### src/rtl/edge_event_arbiter.sv
`default_nettype none
// ============================================================================
//  Module   : edge_event_arbiter
//  Purpose  : Collects rising edges on N synchronous level inputs, keeps a
//             one-deep pending flag per channel, and presents the pending
//             events one at a time on a registered valid/ready port. Each
//             event is tagged with its channel index. Channels are selected
//             in round-robin order.
//  Ports    : clock    - system clock, rising-edge active
//             reset    - asynchronous active-high reset
//             level    - [N] channel levels, already synchronous to clock
//             ev_ready - consumer accepts ev_chan this cycle
//             ev_valid - event available on ev_chan
//             ev_chan  - [CHW] index of the channel whose rising edge is reported
//             pending  - [N] per-channel flags for events not yet loaded
//             ovf_clr  - (EDGE_ARB_OVF_EN only) clears all ovf bits
//             ovf      - (EDGE_ARB_OVF_EN only) [N] sticky coalescing flags
//  Options  : define EDGE_ARB_OVF_EN to add the ovf/ovf_clr overflow tracking.
//  Revision : 1.0 - initial release
// ============================================================================
module edge_event_arbiter #(
    parameter int N   = 4,
    parameter int CHW = 2
) (
    input  logic           clock,
    input  logic           reset,
    input  logic [N-1:0]   level,
    input  logic           ev_ready,
`ifdef EDGE_ARB_OVF_EN
    input  logic           ovf_clr,
    output logic [N-1:0]   ovf,
`endif
    output logic           ev_valid,
    output logic [CHW-1:0] ev_chan,
    output logic [N-1:0]   pending
);

    localparam logic [CHW:0] C_N = (CHW+1)'(N);

    logic [N-1:0]   r_prev;
    logic [N-1:0]   r_pending;
    logic           r_valid;
    logic [CHW-1:0] r_chan;
    logic [CHW-1:0] r_rr_ptr;

    logic [N-1:0]   w_rise;
    logic           w_free;
    logic [N-1:0]   w_rot;
    logic           w_found;
    logic [CHW:0]   w_sum;
    logic [CHW:0]   w_wrap;
    logic [CHW-1:0] w_grant;
    logic [CHW:0]   w_gp1;
    logic [CHW-1:0] w_grant_nxt;
    logic           w_load;
    logic [N-1:0]   w_load_mask;

    // A level already high when reset releases is seen as a rise, since
    // r_prev comes out of reset at zero.
    assign w_rise = level & ~r_prev;
    assign w_free = ~r_valid | ev_ready;

    // Rotate pending so bit 0 is the channel at r_rr_ptr; the first set bit
    // of the rotated vector is then the round-robin winner's offset.
    assign w_rot = N'({r_pending, r_pending} >> r_rr_ptr);

    always_comb begin
        w_found = 1'b0;
        w_sum   = '0;
        for (int k = 0; k < N; k++) begin
            if (!w_found && w_rot[k]) begin
                w_found = 1'b1;
                w_sum   = {1'b0, r_rr_ptr} + (CHW+1)'(k);
            end
        end
    end

    // r_rr_ptr < N and offset < N, so one conditional subtract wraps it.
    assign w_wrap      = (w_sum >= C_N) ? (w_sum - C_N) : w_sum;
    assign w_grant     = w_wrap[CHW-1:0];
    assign w_gp1       = {1'b0, w_grant} + (CHW+1)'(1);
    assign w_grant_nxt = (w_gp1 == C_N) ? '0 : w_gp1[CHW-1:0];

    assign w_load      = w_free & w_found;
    assign w_load_mask = w_load ? (N'(1) << w_grant) : '0;

    always_ff @(posedge clock or posedge reset) begin
        if (reset) begin
            r_prev    <= '0;
            r_pending <= '0;
            r_valid   <= 1'b0;
            r_chan    <= '0;
            r_rr_ptr  <= '0;
        end else begin
            r_prev    <= level;
            // A fresh rise wins over the clear from loading the same channel,
            // so an edge arriving as its previous event leaves is not lost.
            r_pending <= w_rise | (r_pending & ~w_load_mask);
            if (w_free) begin
                if (w_found) begin
                    r_valid  <= 1'b1;
                    r_chan   <= w_grant;
                    r_rr_ptr <= w_grant_nxt;
                end else begin
                    r_valid  <= 1'b0;
                end
            end
        end
    end

`ifdef EDGE_ARB_OVF_EN
    logic [N-1:0] r_ovf;
    logic [N-1:0] w_coal;

    // A rise on a channel that is still pending and not being loaded now is
    // merged into the existing event; record it.
    assign w_coal = w_rise & r_pending & ~w_load_mask;

    always_ff @(posedge clock or posedge reset) begin
        if (reset) begin
            r_ovf <= '0;
        end else begin
            r_ovf <= (r_ovf & ~{N{ovf_clr}}) | w_coal;
        end
    end

    assign ovf = r_ovf;
`endif

    assign ev_valid = r_valid;
    assign ev_chan  = r_chan;
    assign pending  = r_pending;

endmodule
`default_nettype wire

### config.mk
export PLATFORM = sky130hd
export DESIGN_NAME = edge_event_arbiter
export DESIGN_NICKNAME = d
export VERILOG_FILES = /design/src/rtl/edge_event_arbiter.sv
export SDC_FILE = /design/constraint.sdc
export NUM_CORES = 1
export LEC_CHECK = 0
export BUFFER_PORTS_ARGS = -buffer_cell sky130_fd_sc_hd__buf_2
export CORE_MARGIN = 2
export CORE_UTILIZATION = 48
export CTS_BUF_LIST = sky130_fd_sc_hd__clkbuf_8
export CTS_CLUSTER_DIAMETER = 40
export CTS_CLUSTER_SIZE = 12
export DETAILED_ROUTE_END_ITERATION = 8
export GPL_TIMING_DRIVEN = 0
export MAX_ROUTING_LAYER = met4
export PLACE_DENSITY = 0.87
export SETUP_SLACK_MARGIN = 0.4
export SLEW_MARGIN = 10
export SYNTH_ARGS = -nofsm -noshare
export SYNTH_HDL_FRONTEND = slang
export SYNTH_SLANG_ARGS = --single-unit
### constraint.sdc
create_clock -name clock -period 1.4 [get_ports clock]
set_clock_uncertainty 0.1 [all_clocks]
set_input_delay 0.07 -clock clock [delete_from_list [all_inputs] [get_ports clock]]
set_output_delay 0.07 -clock clock [all_outputs]
set_load 0.005 [all_outputs]
==> flow_summary.toml, run 1 <==
[worst_setup_path]
cpPeakStageDelay_ps = 390
reg2regPathDepth = 7
reg2reg_slack_ps = -200
crit_path_end_kind = "register"
cpMostUsedCell = "o21ai_1"
worstPathMaxFanout = 3
crit_path_top_delay_cell = "dfrtp_1"
worstPathArrival_ps = 1620
critPathLaunchType = "register"
path_cells = "nor2b_4 > a211oi_4 > or2_1 > ha_2 > inv_2 > o21ai_1 > o21ai_1"
rr_endpoint = "pending[1]"
required_ps = 1430
crit_type = "register to register"
r2r-start = "pending[2]"

[timing]
rsz0062_at_grt = "yes"
maxSlewHeadroom_pct = 66.5
worst_slew_pin_slew_ps = 501
setup_viol_count_final = 8
layout_setup_ws_ps = -198
drv_slew = 0
finalHoldViolCount = 0
fin_crit_ps = 1600
fin_tns_setup_ps = -1280
fmax_mhz = 626
period_share_pct = 114
fin_hold_ws_ps = 169

[detailed_routing]
first_pass_iters = 4
avgRoutedWirePerCell_um = 14.5
vias = 553
drc_errors = 0
drt_iter0_drc = 7
antenna_left = 0
vias_per_cell = 5.17
wl_mm = 1.55

[clocking]
cts.sinks = 13
h-tree-depth = 1
root_buffer = "clkbuf_8"
cts_tree = "built"
path_clk_slew_ps = 50
clock_latency_ps = 240
cts_buffer_depth = 2
numCtsBuffers = 3

[cells_and_area]
n_antenna_cell = 0
layout_commonest_cell = "buf_2"
drive_gt1_share_pct = 50.0
final_net_count = 104
layout_common_cells = "buf_2, inv_1, o21ai_1, dfrtp_1, buf_4"
syn_to_final_growth_pct = 55.0

[global_route]
grt_pass1_wl_mm = 2.34
grt_max_degree = 14
antenna_found_initial = 0
globalRouteOverflowTotal = 0
grt.total_usage_pct = 23.1
grt_pass1_vias = 535

[hold_path]
min_from = "ev_ready"
hold_path_end = "pending[1]"
whs_path_depth = 4
holdCritPathClass = "input pin to register"

[place]
dp_hpwl_um = 875
finalWeightedCongestion = 0.877
place.port_buffers = 13

[synth]
syn_nets = 73
synth-seq-area-share_pct = 51.5
syn_area_um2 = 632
yosysUniqueCellTypes = 23
synth_seq_cells = 13
syn_area_per_cell_um2 = 10.2
yosysWarnings = 0
syn_inst = 62

[die]
die_area_um2 = 1620
rows = 13
die_h_um = 40.3
start_util_pct = 49.8
core_um2 = 1270
die_w_um = 40.3
pin_count = 14

[outcome]
violations = "negative setup slack"
status = "finished with violations"

[power_and_ir_drop]
vdd_drop_max_mv = 1.20
leakage_nw = 0.459
powerDensity_nw_per_um2 = 2170

[job]
cap_violations = 0
[cell usage after synthesis (all sizes together)]
| cell type | n | area (um^2) |
|---|---|---|
| a211oi | 1 | 7.51 |
| a21boi | 1 | 11.3 |
| a21oi | 1 | 5.00 |
| a41o | 1 | 10.0 |
| a41oi | 1 | 8.76 |
| and3 | 1 | 6.26 |
| dfrtp | 13 | 325 |
| ha | 4 | 50.1 |
| inv | 9 | 33.8 |
| nand2 | 3 | 11.3 |
| nand2b | 1 | 6.26 |
| nand3 | 2 | 10.0 |
| nor2 | 1 | 3.75 |
| nor2b | 5 | 31.3 |
| nor4 | 1 | 6.26 |
| o21ai | 11 | 55.1 |
| o21ba | 1 | 10.0 |
| o21bai | 1 | 7.51 |
| o41ai | 1 | 8.76 |
| or2 | 2 | 12.5 |
| or4 | 1 | 11.3 |
[worst max-delay path: cells and delay by family, from the launching register on]
kind,cells,cell delay [ps]
adders and majority gates,1,180
AOI/OAI and AO/OA,3,460
DFF,1,390
and+or+nand+nor,2,330
buffers and inverters,1,30
[layout make-up]
type | count | area (um^2)
Clock inverter | 1 | 3.75
Inverter | 9 | 33.8
Multi-Input combinational cell | 40 | 362
Fill cell | 76 | 289
Tap cell | 15 | 18.8
Timing Repair Buffer | 26 | 189
Clock buffer | 3 | 41.3
Sequential cell | 13 | 332
[report_power, final]
group	switching (W)	internal, W
combinational	0.000517	0.000624
sequential	0.000157	0.000505
clock	0.000134	0.000194
[registers in the layout, indices dropped and copies added (netlist names)]
signal and flops:
ev_valid 1, pending 4, r_prev 4, ev_chan 2, r_rr_ptr 2
[kinds of logic (layout without fill, tap and decap cells)]
logic type	count (synthesis)	count (layout)	share of synthesized area (%)
AND/OR/NAND/NOR	17	17	15.6
flip-flops	13	13	51.5
buffers and inverters	9	39	5.35
AO/OA/AOI/OAI	19	19	19.6
adder cells (fa/ha/maj)	4	4	7.92
[how the worst max path moves through the flow]
stage / startpoint / slack (ps) / to / depth (start not counted)
2_1_floorplan: pending[2] / -120 / pending[1] / 7
3_3_place_gp: pending[0] / -260 / pending[1] / 7
3_5_place_dp: pending[0] / -250 / pending[1] / 7
4_1_cts: pending[2] / -180 / pending[1] / 7
5_1_grt: pending[2] / -350 / pending[0] / 7
6_report: pending[2] / -200 / pending[1] / 7
[stage by stage]
stage / utilization (%) / setup WS, ps / instance area (um^2) / power (W) / instances
floorplan: - / -124 / 666 / 0.00116 / 62
global placement: 59.1 / -257 / 749 / 0.00134 / 90
detailed placement: 59.1 / -248 / 749 / 0.00136 / 90
CTS: 73.5 / -179 / 932 / 0.00195 / 104
global route: 77.2 / -350 / 980 / 0.00229 / 107
finish: 77.2 / -198 / 980 / 0.00213 / 107
[metal layers]
metal	share of wire, %	GRT usage, %	up-vias
met5	0	-	-
met4	0.97	7.50	0
met3	3.0	3.33	2
met2	54	37.5	13
met1	42	29.7	267
li1	-	-	271
[repair_timing]
action / 4_1_cts / 5_1_grt
pin swaps: 6 / 8
gates cloned: 0 / 0
setup endpoints to repair: 12 / 13
hold endpoints to repair: 21 / 0
resized for setup: 15 / 8
setup buffers: 5 / 3
hold buffers: 5 / 0
No activity file was read; power rests on OpenSTA's default activity.
==> run 2, diff against run 1 <==
--- a/config.mk
+++ b/config.mk
@@ -6,15 +6,15 @@
 export NUM_CORES = 1
 export LEC_CHECK = 0
 export BUFFER_PORTS_ARGS = -buffer_cell sky130_fd_sc_hd__buf_2
-export CORE_MARGIN = 2
-export CORE_UTILIZATION = 48
+export CORE_AREA = 2 2 39 41
 export CTS_BUF_LIST = sky130_fd_sc_hd__clkbuf_8
 export CTS_CLUSTER_DIAMETER = 40
 export CTS_CLUSTER_SIZE = 12
 export DETAILED_ROUTE_END_ITERATION = 8
+export DIE_AREA = 0 0 41 43
 export GPL_TIMING_DRIVEN = 0
 export MAX_ROUTING_LAYER = met4
-export PLACE_DENSITY = 0.87
+export PLACE_DENSITY = 0.83
 export SETUP_SLACK_MARGIN = 0.4
 export SLEW_MARGIN = 10
 export SYNTH_ARGS = -nofsm -noshare
==> constraint.sdc (replaced) <==
create_clock -name clock -period 1.53 [get_ports clock]
set_clock_uncertainty 0.1 [all_clocks]
set_input_delay 0.0765 -clock clock [delete_from_list [all_inputs] [get_ports clock]]
set_output_delay 0.0765 -clock clock [all_outputs]
set_load 0.005 [all_outputs]
==> run 2 against run 1 <==
Net effect:
- the flow still finishes with violations (negative setup slack)
- sequential power shrank 7.6%
- via count grew 6.3%
- power grew 1.7%
- cell count grew 4.7%
- first-iteration DRC count shrank 29%
- non-clock buffer count grew 4
- final area grew 6.9%
- setup slack gained 52 ps
- global-route usage grew 0.34 points
==> flow_summary.toml, run 2 (same netlist as run 1, synthesis figures left out) <==
[timing]
fmax_mhz = 597
worst_slew_pin_slew_ps = 569
drv_slew = 0
period_share_pct = 110
rsz0062_at_grt = "yes"
maxSlewHeadroom_pct = 62.0
fin_crit_ps = 1680
layout_setup_ws_ps = -146
setup_viol_count_final = 7
finalHoldViolCount = 0

[detailed_routing]
avgRoutedWirePerCell_um = 15.3
drt_iter0_drc = 5
wl_mm = 1.72
vias = 588
drc_errors = 0
antenna_left = 0
vias_per_cell = 5.25
first_pass_iters = 4

[clocking]
cts_buffer_depth = 2
h-tree-depth = 1
cts_tree = "built"
numCtsBuffers = 3
clock_latency_ps = 240
root_buffer = "clkbuf_8"
cts.sinks = 13
path_clk_slew_ps = 50

[power_and_ir_drop]
switchingPower_w = 0.000842
power_w = 0.00217
internal_power_w = 0.00132
p_clk_share_pct = 13.4
powerDensity_nw_per_um2 = 2070
leakage_nw = 0.483
comb_power_share_pct = 58.3
p_seq_share_pct = 28.3
switching_share_pct = 38.9
vdd_drop_max_mv = 1.05

[global_route]
grt_max_degree = 14
grt_pass1_vias = 583
globalRouteOverflowTotal = 0
antenna_found_initial = 0
grt.total_usage_pct = 23.4
grt_pass1_wl_mm = 2.63

[cells_and_area]
final_cell_area_um2 = 1050
syn_to_final_growth_pct = 65.7
layout_common_cells = "buf_2, dfrtp_1, buf_4"
layout_commonest_cell = "buf_2"
n_antenna_cell = 0
multi_input_area_um2 = 397
regArea_um2 = 329
drive_gt1_share_pct = 56.3
final_net_count = 108
fin_util_pct = 75.7
fillCellCount = 89

[worst_setup_path]
worstPathArrival_ps = 1690
required_ps = 1550
path_cells = "nor2b_4 > a211oi_4 > or2_1 > ha_1 > inv_1 > o21ai_1 > o21ai_1"
path_buf_inv = 1
critPathLaunchType = "register"
cpMostUsedCell = "o21ai_1"
cpPeakStageDelay_ps = 410
crit_family = "compound AO/OA/AOI/OAI gates"
crit_path_top_delay_cell = "dfrtp_1"
crit_type = "register to register"
worstPathMaxFanout = 4
crit_path_end_kind = "register"

[die]
die_h_um = 43
pin_count = 14
die_area_um2 = 1760
die_w_um = 41
core_um2 = 1380
rows = 14
start_util_pct = 45.7

[place]
dp_hpwl_um = 952
place.port_buffers = 13
finalWeightedCongestion = 0.781
dpl_worst_slack_ps = -190
placed_area_um2 = 751

[outcome]
status = "finished with violations"
violations = "negative setup slack"

[hold_path]
holdCritPathClass = "input pin to register"

[job]
cap_violations = 0
[run 2: final timing paths]
path	slack, ps	startpoint	cells past startpoint	to
max in group asynchronous	670	reset	3	pending[1]
worst min register to register	310	r_prev[2]	1	pending[2]
worst min-delay path	180	ev_ready	4	pending[3]
min in group asynchronous	300	reset	3	r_prev[3]
worst max register to register	-150	pending[2]	7	pending[0]
worst max-delay path	-150	pending[2]	7	pending[0]
[run 2: area by class of cell]
class,count,share of cell area (%)
timing repair buffer,30,21.3
sequential,13,31.4
tap,16,1.91
clock buffer,3,3.94
multi-input combinational,40,37.9
clock inverter,1,0.358
inverter,9,3.23
[run 2: power by group through the flow]
stage          logic, W  registers [W]  clock network [W]
2_1_floorplan  0.000485       0.000574                  0
3_5_place_dp   0.000669       0.000596                  0
5_1_grt         0.00139       0.000623           0.000310
6_report        0.00126       0.000612           0.000291
3_3_place_gp   0.000639       0.000587                  0
4_1_cts        0.000971       0.000602           0.000295
[run 2: tightest hold or removal path, stage by stage]
cell and delay (ps):
buf_2 80, nor2b_1 120, o21ai_1 150, o21ai_1 60
[run 2: per-stage QoR]
| step | hold slack [ps] | TNS [ps] | cells |
|---|---|---|---|
| floorplan | -147 | 0 | 62 |
| global placement | 5.07 | -509 | 91 |
| detailed placement | 22.7 | -806 | 91 |
| CTS | 158 | -271 | 109 |
| global route | 249 | -1140 | 112 |
| finish | 183 | -595 | 112 |
[run 2: routing by layer]
metal | global-route usage (%) | wire length, um
met4 | 12.0 | 39
met1 | 26.6 | 676
met5 | - | 0
met2 | 37.5 | 945
met3 | 4.19 | 58
[run 2: repair_timing]
item	in CTS	in global routing
endpoints found under the setup margin	9	11
resized for setup	15	14
pin swaps	7	11
buffers inserted	9	3
hold endpoints to repair	21	0
hold buffers	5	0
